## src/rtl/fetch_unit_pkg.sv

```systemverilog
// Shared definitions for the KNIPS fetch stage: FSM state type, default PC width
// and the jump-target table used by the jump LUT.
package definitions;

   typedef enum logic [1:0] {
      IDLE   = 2'd0,
      RUN    = 2'd1,
      HALTED = 2'd2
   } fetch_state_t;

   localparam int PC_W_DEFAULT = 10;

   // Entries 8..15 have no assigned target and read back as 0.
   localparam int unsigned JUMP_TARGETS [16] = '{
      0, 40, 64, 100, 200, 300, 512, 1000,
      0, 0, 0, 0, 0, 0, 0, 0
   };

endpackage

```

## src/rtl/fetch_unit_if.sv

```systemverilog
// Control/status bundle between the sequencing environment (master) and the
// fetch unit (slave).
interface fetch_unit_if
   import definitions::*;
#(
   parameter int PC_W  = PC_W_DEFAULT,
   parameter int CNT_W = 16
);
   logic             Start;
   logic [PC_W-1:0]  StartAddr;
   logic             Stall;
   logic             Halt_req;
   logic             jump_en;
   logic             branch_en;
   logic [3:0]       TargetIdx;
   logic [PC_W-1:0]  PC;
   logic             Fetch_valid;
   logic             Done;
   logic [CNT_W-1:0] Cycles;

   modport master (
      output Start, StartAddr, Stall, Halt_req, jump_en, branch_en, TargetIdx,
      input  PC, Fetch_valid, Done, Cycles
   );

   modport slave (
      input  Start, StartAddr, Stall, Halt_req, jump_en, branch_en, TargetIdx,
      output PC, Fetch_valid, Done, Cycles
   );
endinterface

```

## src/rtl/fetch_unit_jump_lut.sv

```systemverilog
// Combinational 16-entry jump-target ROM indexed by instruction bits [8:5].
module jump_lut
   import definitions::*;
#(
   parameter int PC_W = PC_W_DEFAULT
) (
   input  logic [3:0]      TargetIdx,
   output logic [PC_W-1:0] target
);
   logic [PC_W-1:0] rom [16];

   for (genvar gi = 0; gi < 16; gi++) begin : g_rom
      assign rom[gi] = PC_W'(JUMP_TARGETS[gi]);
   end

   assign target = rom[TargetIdx];
endmodule

```

## src/rtl/fetch_unit.sv

```systemverilog
// KNIPS fetch stage: PC register, next-PC selection, run/halt sequencing and a
// saturating count of RUN cycles.
module fetch_unit
   import definitions::*;
#(
   parameter int              PC_W      = PC_W_DEFAULT,
   parameter logic [PC_W-1:0] LAST_ADDR = '1,
   parameter int              CNT_W     = 16
) (
   input  logic          CLK,
   input  logic          Reset,
   fetch_unit_if.slave   fetch
);
   fetch_state_t     state_reg;
   logic [PC_W-1:0]  pc_reg;
   logic [CNT_W-1:0] cycles_reg;
   logic             fetch_valid_reg;
   logic             done_reg;

   logic [PC_W-1:0]  jump_target;
   logic [PC_W-1:0]  branch_target;

   jump_lut #(.PC_W(PC_W)) u_jump_lut (
      .TargetIdx (fetch.TargetIdx),
      .target    (jump_target)
   );

   // Offset is a signed 4-bit field; the sum wraps modulo 2**PC_W.
   assign branch_target = pc_reg + {{(PC_W-4){fetch.TargetIdx[3]}}, fetch.TargetIdx};

   always_ff @(posedge CLK or posedge Reset) begin
      if (Reset) begin
         state_reg       <= IDLE;
         pc_reg          <= '0;
         cycles_reg      <= '0;
         fetch_valid_reg <= 1'b0;
         done_reg        <= 1'b0;
      end else begin
         case (state_reg)
            IDLE, HALTED: begin
               if (fetch.Start) begin
                  state_reg       <= RUN;
                  pc_reg          <= fetch.StartAddr;
                  cycles_reg      <= '0;
                  fetch_valid_reg <= 1'b1;
                  done_reg        <= 1'b0;
               end
            end
            RUN: begin
               if (cycles_reg != '1)
                  cycles_reg <= cycles_reg + CNT_W'(1);
               if (fetch.Halt_req) begin
                  state_reg       <= HALTED;
                  fetch_valid_reg <= 1'b0;
                  done_reg        <= 1'b1;
               end else if (fetch.Stall) begin
                  pc_reg <= pc_reg;
               end else if (fetch.jump_en) begin
                  pc_reg <= jump_target;
               end else if (fetch.branch_en) begin
                  pc_reg <= branch_target;
               end else if (pc_reg == LAST_ADDR) begin
                  // Natural end of program: stop rather than wrap to 0.
                  state_reg       <= HALTED;
                  fetch_valid_reg <= 1'b0;
                  done_reg        <= 1'b1;
               end else begin
                  pc_reg <= pc_reg + PC_W'(1);
               end
            end
            default: begin
               state_reg       <= IDLE;
               fetch_valid_reg <= 1'b0;
               done_reg        <= 1'b0;
            end
         endcase
      end
   end

   assign fetch.PC          = pc_reg;
   assign fetch.Fetch_valid = fetch_valid_reg;
   assign fetch.Done        = done_reg;
   assign fetch.Cycles      = cycles_reg;
endmodule

```

## src/flat_wrapper.sv

```systemverilog
// flat-port wrapper written by rule: the top's interface ports become plain ports
module fetch_unit_flat import definitions::*;
#(
   parameter int              PC_W      = PC_W_DEFAULT,
   parameter logic [PC_W-1:0] LAST_ADDR = '1,
   parameter int              CNT_W     = 16
)
  (CLK, Reset, fetch_Start, fetch_StartAddr, fetch_Stall, fetch_Halt_req, fetch_jump_en, fetch_branch_en, fetch_TargetIdx, fetch_PC, fetch_Fetch_valid, fetch_Done, fetch_Cycles);
  fetch_unit_if #(.PC_W(PC_W), .CNT_W(CNT_W)) fetch_i ();
  input  logic CLK;
  input  logic Reset;
  input wire logic [$bits(fetch_i.Start)-1:0] fetch_Start;
  input wire logic [$bits(fetch_i.StartAddr)-1:0] fetch_StartAddr;
  input wire logic [$bits(fetch_i.Stall)-1:0] fetch_Stall;
  input wire logic [$bits(fetch_i.Halt_req)-1:0] fetch_Halt_req;
  input wire logic [$bits(fetch_i.jump_en)-1:0] fetch_jump_en;
  input wire logic [$bits(fetch_i.branch_en)-1:0] fetch_branch_en;
  input wire logic [$bits(fetch_i.TargetIdx)-1:0] fetch_TargetIdx;
  output wire logic [$bits(fetch_i.PC)-1:0] fetch_PC;
  output wire logic [$bits(fetch_i.Fetch_valid)-1:0] fetch_Fetch_valid;
  output wire logic [$bits(fetch_i.Done)-1:0] fetch_Done;
  output wire logic [$bits(fetch_i.Cycles)-1:0] fetch_Cycles;
  assign fetch_i.Start = fetch_Start;
  assign fetch_i.StartAddr = fetch_StartAddr;
  assign fetch_i.Stall = fetch_Stall;
  assign fetch_i.Halt_req = fetch_Halt_req;
  assign fetch_i.jump_en = fetch_jump_en;
  assign fetch_i.branch_en = fetch_branch_en;
  assign fetch_i.TargetIdx = fetch_TargetIdx;
  assign fetch_PC = fetch_i.PC;
  assign fetch_Fetch_valid = fetch_i.Fetch_valid;
  assign fetch_Done = fetch_i.Done;
  assign fetch_Cycles = fetch_i.Cycles;
  fetch_unit #(.PC_W(PC_W), .LAST_ADDR(LAST_ADDR), .CNT_W(CNT_W)) u_core (.CLK(CLK), .Reset(Reset), .fetch(fetch_i));
endmodule
```

## config.mk

```make
export PLATFORM = sky130hd
export DESIGN_NAME = fetch_unit_flat
export DESIGN_NICKNAME = d
export VERILOG_FILES = /design/src/rtl/fetch_unit_pkg.sv /design/src/rtl/fetch_unit_if.sv /design/src/rtl/fetch_unit_jump_lut.sv /design/src/rtl/fetch_unit.sv /design/src/flat_wrapper.sv
export SDC_FILE = /design/constraint.sdc
export NUM_CORES = 1
export LEC_CHECK = 0
export ABC_AREA = 1
export CORE_MARGIN = 3
export CORE_UTILIZATION = 31
export CTS_BUF_LIST = sky130_fd_sc_hd__clkbuf_4 sky130_fd_sc_hd__clkbuf_8
export CTS_CLUSTER_SIZE = 14
export DETAILED_ROUTE_END_ITERATION = 12
export PLACE_DENSITY_LB_ADDON = 0.12
export REMOVE_ABC_BUFFERS = 1
export SLEW_MARGIN = 20
export SYNTH_ARGS = -nofsm -noshare
export SYNTH_HDL_FRONTEND = slang
export SYNTH_SLANG_ARGS = --single-unit
```

## constraint.sdc

```tcl
create_clock -name CLK -period 3.3 [get_ports CLK]
set_clock_uncertainty 0.05 [all_clocks]
set_input_delay 0.66 -clock CLK [delete_from_list [all_inputs] [get_ports CLK]]
set_output_delay 0.66 -clock CLK [all_outputs]
set_load 0.01 [all_outputs]
```

==> metrics.md <==
| Metric | Value |
|---|---|
| GR Util All Layers | 16.70% |
| Setup WS post-layout | 0.6658 ns |
| R2r startpoint | u_core.fetch.PC[0]$_DFFE_PP0P_ |
| # DRC | 0 |
| Crit. End Element | flip-flop |
| Ys flop type | dfrtp_1 |
| Finished Layout Cells | 493 |
| Synth cell types | 36 |
| Die width | 92.55 microns |
| Measured slew at the worst slew-check pin | 0.4937 ns |
| Post-Synthesis Cells | 344 |
| Setup slack after placement | 0.3973 ns |
| Synth async-reset ratio | 100.0% |
| CTS Sinks | 29 |
| Worst hold path stage count | 2 |
| Clk buf depth | 2 |
| Post-synth EDFFs | 0 |
| Area Growth Syn to Fin | 28.77% |
| Final setup viols | 0 |
| 1st-iter DRT viols | 140 |
| Final wirelength | 6871 microns |
| Hold_buf cts | 0 |
| Vias | 2397 |
| Crit path kind | input pin to flip-flop |
| Global-route wire length before repair | 11520 microns |
| Hold crit path type | flip-flop to flip-flop |
| Final min period | 2.634 ns |
| Post-route ant nets | 0 |
| Mapped Area | 2322 sq um |
| Hold Fails Final Rpt | 0 |
| RR Endpoint | u_core.fetch.PC[8]$_DFFE_PP0P_ |
| Worst Min Path Start | u_core.fetch.Fetch_valid$_DFFE_PP0P_ |
| FF-to-FF path depth | 10 |
| Largest net degree at the start of global routing | 30 |
| Max Cap Viol | 0 |
| Multiplexer share of the synthesized area | 0% |
| CP Launch Type | input pin |
| Synth Area in Simple Gates | 37.82% |
| Static Leakage | 1.362 nW |
| 1st-pass router iterations | 4 |
| I/O pins | 49 |
| CTS buffer count | 5 |
| Status | completed |
| Max incr delay on CP | 0.54 ns |
| Initial Utilization | 33.08% |
| Peak Freq | 379.6 MHz |
| Total power | 1.789 mW |
| Clk slew on worst S/H paths | 0.07 ns |
| Initial antenna violation count | 0 |
| Worst hold path endpoint | u_core.fetch.Fetch_valid$_DFFE_PP0P_ |
| Register area share after synthesis | 31.25% |
| Power Dens Cells | 598.2 nW/um^2 |
| Crit-path max FO | 4 |
| Setup_tns | 0 ns |
| Max VDD drop | 201.8 uV |
| Gr ovfl total | 0 |
| Slew Limit Fails | 0 |
| Crit path required time | 3.45 ns |
| Max reg flops | 16 |
| Most frequent CP cell | nand3_1 |
| Placer Congestion | 0.8801 |
| Vias per inst | 4.862 |
| Xor and xnor area share after synthesis | 3.394% |
| CP Cell Sequence | clkdlybuf4s50_1, inv_1, nand2_1, ha_1, inv_1, fa_1, nor2_1, o21ai_0, nand2_1, nand3_1, nand3_1, nand3_1, a21oi_1 |
| PortBufs | 48 |
| Dpl hpwl | 5218 microns |
| CP max stage cell | clkdlybuf4s50_1 |
| RSZ-0062 raised after global routing | no |
| Synth Area in Compound Gates | 12.55% |
| Slew margin rel. | 67.05% |
| Dominant combinational cell family by area after synthesis | simple AND/OR/NAND/NOR gates |
| PostCTS Resize Cnt | 0 |
| Die height | 92.55 microns |
| Worst-Skew Late Latency | 0.27 ns |
| Antenna cells | 0 |
| Period utilization | 79.82% |
| Dpl cells | 485 |
| Share of cells above drive strength 1 | 8.816% |
| CTS H-tree depth | 2 |
| Die ar. | 8566 sq um |
| Post-Syn Area per Cell | 6.751 sq um |
| Vias in the first global route | 2238 |
| Register bit total from synthesis | 29 |
| Synth Area in Adders | 4.634% |
| Synth warnings | 0 |
| Core Rows | 30 |
| Drt wl/cell | 13.94 microns |
| Core footprint | 7019 sq um |
| Crit path DAT | 2.79 ns |
| CTS tree | built |
| CTS root buf | clkbuf_8 |
| R2R Setup Slk | 1.19 ns |
| Final Net Count | 425 |
| Setup Fix Bufs, Post-CTS | 0 |
synthesized netlist by cell type, types with 2 or more instances:
cell / instances / area share, %
o21ai_0: 22 / 4.7
xor2_1: 8 / 3.0
inv_1: 48 / 7.8
nand2_1: 92 / 15
a21oi_1: 9 / 1.9
buf_4: 4 / 1.3
o21ai_2: 6 / 2.3
dfrtp_1: 29 / 31
nand3_1: 40 / 8.6
o31ai_1: 2 / 0.65
ha_1: 7 / 3.8
nor2_2: 2 / 0.54
o22ai_2: 2 / 1.1
nand2_2: 4 / 1.1
clkbuf_1: 2 / 0.32
nand2_4: 2 / 0.97
nor2_1: 31 / 5.0
nand4_1: 7 / 1.9
nor3_1: 9 / 1.9
inv_2: 2 / 0.32
layout make-up:
| cell class | instances | area, sq um |
|---|---|---|
| flip-flops and latches | 29 | 725.7 |
| repair buffers | 52 | 510.5 |
| multi-input cells | 257 | 1356 |
| clock inverters | 2 | 10.01 |
| fillers | 761 | 4029 |
| inverters | 51 | 191.4 |
| clock buffers | 6 | 76.32 |
| well taps | 96 | 120.1 |
where the power goes:
part | leakage, nW | internal, mW | total, mW | switching, mW
clock network | 0.0484 | 0.154 | 0.298 | 0.143
registers | 0.375 | 0.443 | 0.593 | 0.150
logic | 0.939 | 0.371 | 0.898 | 0.527
per-stage QoR:
stage                     hold slack (ns)  utilization, %  instance area [sq um]
after floorplan                    0.4582               -                   2273
after global placement             0.4102           41.37                   2904
after detailed placement           0.4161           41.37                   2904
after CTS                          0.4325           42.60                   2990
after global routing               0.4708           42.60                   2990
final                              0.4242           42.60                   2990
layer usage:
metal	global-route usage, %	vias up	part of all wire (%)
met4	3.342	0	0.64
met5	0	-	0
li1	-	1220	-
met3	2.843	2	4.7
met2	23.56	58	41
met1	26.29	1117	53
worst max path at each step:
stage / cells after the start / to / from
final: 13 / u_core.fetch.PC[8]$_DFFE_PP0P_ / fetch_TargetIdx[0]
after floorplan: 7 / u_core.fetch.PC[4]$_DFFE_PP0P_ / u_core.state_reg[1]$_DFFE_PP0P_
after detailed placement: 13 / u_core.fetch.PC[8]$_DFFE_PP0P_ / fetch_TargetIdx[0]
after CTS: 13 / u_core.fetch.PC[6]$_DFFE_PP0P_ / fetch_TargetIdx[0]
after global routing: 14 / u_core.fetch.PC[8]$_DFFE_PP0P_ / fetch_TargetIdx[0]
after global placement: 13 / u_core.fetch.PC[8]$_DFFE_PP0P_ / fetch_TargetIdx[0]
critical path, delay by kind of cell:
family | cells | cell delay [ns]
buffers and inverters | 3 | 0.69
adder cells (fa/ha/maj) | 2 | 0.56
AO/OA/AOI/OAI | 2 | 0.23
AND/OR/NAND/NOR | 6 | 0.65
cell families after synthesis:
kind of cell | after synthesis
buf+inv | 58
flops | 29
simple gates | 193
compound gates | 47
fa+ha+maj | 8
xor+xnor | 9
placed cells by master, fill, tap and decap left out, types with 5 or more instances in the layout:
cell,synthesis,layout
nor2_1,31,31
inv_1,48,48
nand3_1,40,40
nor3_1,9,9
clkbuf_8,0,5
ha_1,7,7
nand2_1,92,92
a21oi_1,9,9
dfrtp_1,29,29
o21ai_2,6,6
nand4_1,7,7
o21ai_0,22,22
xor2_1,8,8
clkdlybuf4s50_1,0,48
Note: power is estimated with default switching activity, not from simulation.
